<file path="config.mk">
export PLATFORM = sky130hd
export DESIGN_NAME = trig_delay_meas
export DESIGN_NICKNAME = d
export VERILOG_FILES = /design/src/rtl/trig_delay_meas.sv
export SDC_FILE = /design/constraint.sdc
export NUM_CORES = 1
export LEC_CHECK = 0
export CORE_UTILIZATION = 35
export DETAILED_ROUTE_END_ITERATION = 16
export SLEW_MARGIN = 30
export SYNTH_ARGS = -nofsm -noshare
export SYNTH_HDL_FRONTEND = slang
export SYNTH_SLANG_ARGS = --single-unit
export TNS_END_PERCENT = 20
</file>
<file path="constraint.sdc">
create_clock -name clk -period 1.6 [get_ports clk]
set_clock_uncertainty 0.05 [all_clocks]
set_input_delay 0.32 -clock clk [delete_from_list [all_inputs] [get_ports clk]]
set_output_delay 0.32 -clock clk [all_outputs]
set_load 0.02 [all_outputs]
</file>
<file path="src/rtl/trig_delay_meas.sv">
// Trigger loop-back latency meter: issues one trigger per arm request, times the
// returned edge in clock cycles, and keeps a running maximum and stray-return count.
module trig_delay_meas #(
  parameter int CNT_W   = 8,
  parameter int TIMEOUT = 255,
  parameter int STRAY_W = 8
) (
  input  logic               clk,
  input  logic               rst,
  input  logic               arm,
  input  logic               clr_stats,
  input  logic               trig_return,
  output logic               trig_send,
  output logic               busy,
  output logic [CNT_W-1:0]   meas_delay,
  output logic               meas_valid,
  output logic               meas_timeout,
  output logic [CNT_W-1:0]   meas_max,
  output logic [STRAY_W-1:0] stray_cnt
);

  typedef enum logic [1:0] {IDLE, SEND, WAIT} state_t;

  localparam logic [CNT_W-1:0] TIMEOUT_CNT = CNT_W'(TIMEOUT);

  state_t             state, state_next;
  logic [CNT_W-1:0]   cnt, cnt_next;
  logic               ret_d;
  logic               ret_rise;
  logic               good;
  logic               tmo;
  logic               stray;

  // A held-high return line must only count once, so everything keys off the rising edge.
  assign ret_rise = trig_return & ~ret_d;

  always_ff @(posedge clk) begin
    if (rst) begin
      state        <= IDLE;
      cnt          <= '0;
      ret_d        <= 1'b0;
      meas_delay   <= '0;
      meas_valid   <= 1'b0;
      meas_timeout <= 1'b0;
      meas_max     <= '0;
      stray_cnt    <= '0;
    end else begin
      state        <= state_next;
      cnt          <= cnt_next;
      ret_d        <= trig_return;
      meas_valid   <= good;
      meas_timeout <= tmo;

      if (good)
        meas_delay <= cnt;
      else if (tmo)
        meas_delay <= '1;

      // The clear takes priority over a result landing on the same edge.
      if (clr_stats)
        meas_max <= '0;
      else if (good && (cnt > meas_max))
        meas_max <= cnt;

      if (clr_stats)
        stray_cnt <= '0;
      else if (stray && (stray_cnt != '1))
        stray_cnt <= stray_cnt + STRAY_W'(1);
    end
  end

  // The counter is zero whenever the FSM leaves WAIT, so SEND always sees cnt == 0.
  always_comb begin
    state_next = state;
    cnt_next   = cnt;
    good       = 1'b0;
    tmo        = 1'b0;
    stray      = 1'b0;
    trig_send  = 1'b0;
    busy       = 1'b0;

    case (state)
      IDLE: begin
        cnt_next = '0;
        stray    = ret_rise;
        if (arm)
          state_next = SEND;
      end
      SEND: begin
        trig_send = 1'b1;
        busy      = 1'b1;
        if (ret_rise) begin
          good       = 1'b1;
          cnt_next   = '0;
          state_next = IDLE;
        end else begin
          cnt_next   = CNT_W'(1);
          state_next = WAIT;
        end
      end
      WAIT: begin
        busy = 1'b1;
        if (ret_rise) begin
          good       = 1'b1;
          cnt_next   = '0;
          state_next = IDLE;
        end else if (cnt == TIMEOUT_CNT) begin
          tmo        = 1'b1;
          cnt_next   = '0;
          state_next = IDLE;
        end else begin
          cnt_next = cnt + CNT_W'(1);
        end
      end
      default: begin
        cnt_next   = '0;
        state_next = IDLE;
      end
    endcase
  end

endmodule

</file>
==> impl_metrics.yaml <==
sta:
  setup_violations: 8
  drv_slew: 0
  slew_headroom_pct: 63.35
  fmax_mhz: 595.4
  setup_ws_ps: -79.46
  finalHoldViolations: 0
  fin_crit_sh_pct: 105.0
  max_slew.worst_pin.slew_ps: 549.7
  fin_crit_ps: 1679
  rsz0062_at_grt: "true"
cts:
  holdBufCountCts: 0
  numClockSinks: 37
  numCtsBuffers: 5
  clkTransAtPathRegs_ps: 70
  h-tree-depth: 2
  cts_root_buffer: "clkbuf_8"
  clk_latency_ps: 280
  clockBufferDepth: 2
  cts_tree: "done"
final_layout:
  multiInputGateArea_sq_um: 1200
  insertedDiodeCount: 0
  mostFrequentLayoutCells: "35 x buf_4, 29 x nor2_1, 24 x dfxtp_1"
  layout_commonest_cell: "buf_4"
  final_core_util_pct: 59.01
  final_net_count: 292
  seq_area_sq_um: 772.0
  area_growth_pct: 60.18
  final_area_sq_um: 2824
  fillCellCount: 437
  drive_gt1_share_pct: 37.82
placed_design:
  gp_congestion: 0.7528
  dp_hpwl_um: 2949
  place_ws_ps: -225.3
  place_area_sq_um: 2482
  port_buffers: 32
synthesis:
  ys.warnings.count: 0
  ys_types: 38
  ys_seq_area_share_pct: 42.02
  synth_area_leader_cell: "dfxtp_1"
  syn_inst: 199
  syn_area_sq_um: 1763
  avgSynthCellArea_sq_um: 8.859
  syn_nets: 217
  yosysTopAreaCellShare_pct: 42.02
  yosys_register_bits: 37
  ys_top_cells_by_area: "dfxtp_1 42%, ha_1 9.2%, nor2_1 7.0%"
routing:
  drt_pre_antenna_iters: 4
  vias: 1599
  via_per_inst: 4.675
  wl_per_cell_um: 12.30
  antenna_left: 0
  routed_wl_um: 4206
  drt_iter0_markers: 95
  drc: 0
setup_path:
  worstSetupPathType: "register to register"
  timing.rr.start: "meas_max[1]"
  rr_endpoint: "meas_max[3]"
  cp_slowest_cell: "dfxtp_4"
  cp_cell_sequence: "inv_4 > ha_4 > nor2b_4 > o211a_1 > o31ai_4 > buf_6 > o21ai_2 > a21oi_1"
  cpPeakStageDelay_ps: 360
  ff2ff_path_depth: 8
  reg2reg_slack_ps: -80
  path_buf_inv: 2
  cp-end-kind: "register"
  crit_family: "compound AO/OA/AOI/OAI gates"
  startpoint_type: "register"
  cp.required_ps: 1750
  worstPathArrival_ps: 1830
  critPathMaxFanout: 5
min_path:
  worstHoldPathType: "register to register"
  holdCritStartpoint: "meas_delay[3]"
  hold-path-endpoint: "meas_delay[3]"
  min_path_cells: 2
global_route:
  antenna_found_initial: 0
  grt_max_degree: 17
  grt_pass1_wl_um: 6810
  grt_usage_pct: 16.77
  grt-ovfl-total: 0
  grt_pass1_vias: 1514
power_and_ir_drop:
  power_mw: 1.860
  power_density_nw_per_um2: 658.6
  ir_worst_vdd_mv: 0.5445
  leakagePower_nw: 1.321
floorplanning:
  die_area_sq_um: 5325
  die_w_um: 72.97
  fp.dieH_um: 72.97
  initial_core_util_pct: 36.84
  ios: 33
  rows: 25
  coreArea_sq_um: 4786
run_status:
  violations: "setup timing"
  outcome: "finished with violations"
flow_run:
  cap_viol_max_count: 0
## synthesized netlist by cell type
cell	count
a211oi_1	1
a21o_1	1
a21oi_1	11
a21oi_2	1
a41oi_4	1
and2_1	2
and3_1	1
and3_2	1
and4_1	3
clkbuf_1	3
clkbuf_2	1
dfxtp_1	37
ha_1	13
inv_1	11
mux2i_1	1
nand2_1	8
nand2b_1	2
nand3_1	14
nand3b_1	3
nand3b_4	1
nand4_1	4
nor2_1	33
nor2b_1	2
nor3_1	10
o211a_1	1
o211ai_1	1
o21ai_0	10
o21ai_1	1
o21ai_4	1
o22ai_1	1
o31a_2	1
o31ai_1	1
o31ai_4	1
or2_1	1
or2_2	2
or2_4	1
xnor2_1	2
xor2_1	10
## cell type report
type                            count  share of cell area, %
Inverter                           11                  1.551
Sequential cell                    37                  27.34
Clock buffer                        8                  3.190
Tap cell                           67                  2.969
Timing Repair Buffer               72                  22.46
Multi-Input combinational cell    147                  42.49
## power by group
part	internal, mW	switching (mW)	total, mW
Clock	0.351	0.313	0.664
Combinational	0.116	0.131	0.248
Sequential	0.935	0.0135	0.948
Total	1.40	0.457	1.86
## kinds of logic after synthesis
| family | count (synthesis) | share of synthesized area (%) |
|---|---|---|
| xor+xnor | 12 | 5.962 |
| fa+ha+maj | 13 | 9.227 |
| buf+inv | 15 | 3.264 |
| flops | 37 | 42.02 |
| simple gates | 88 | 25.34 |
| mux | 1 | 0.5678 |
| compound gates | 33 | 13.63 |
## flip-flops by register name, indices dropped and copies added, names as in the netlist
name and cells:
cnt 8, meas_delay 8, meas_max 8, stray_cnt 8, state 2, meas_timeout 1
meas_valid 1, ret_d 1
## metal layers
| layer | part of all wire [%] | global-route usage (%) | vias up |
|---|---|---|---|
| met1 | 50 | 22.56 | 733 |
| met4 | 0.29 | 6.100 | 0 |
| met3 | 3.4 | 3.729 | 2 |
| met5 | 0 | 0 | - |
| li1 | - | - | 835 |
| met2 | 47 | 26.38 | 29 |
## per-stage QoR
step                instances  setup TNS (ps)  hold slack [ps]
global placement          327           -5200            439.3
CTS                       337          -561.7            453.8
detailed placement        327           -5670            442.1
floorplan                 199          -278.7            341.6
global route              342           -1651            454.5
finish                    342          -494.4            443.9
## worst max-delay path by stage
stage	from	end	cells past startpoint
floorplan	meas_max[1]	meas_max[6]	7
global placement	trig_return	meas_max[6]	7
detailed placement	trig_return	meas_max[6]	7
CTS	state[0]	busy	3
global route	meas_max[1]	meas_max[3]	8
finish	meas_max[1]	meas_max[3]	8
## worst reg2reg max path, delay by kind of cell (launching register included)
family	cells	cell delay [ps]
and+or+nand+nor	1	120
DFF	1	360
AOI/OAI and AO/OA	4	680
adders and majority gates	1	200
buffers and inverters	2	190
## repair_timing
item / 4_1_cts / 5_1_grt
resized for setup: 51 / 37
setup endpoints to repair: 35 / 35
pin swaps: 13 / 15
setup buffers: 2 / 5
(Power assumes the default switching activity.)
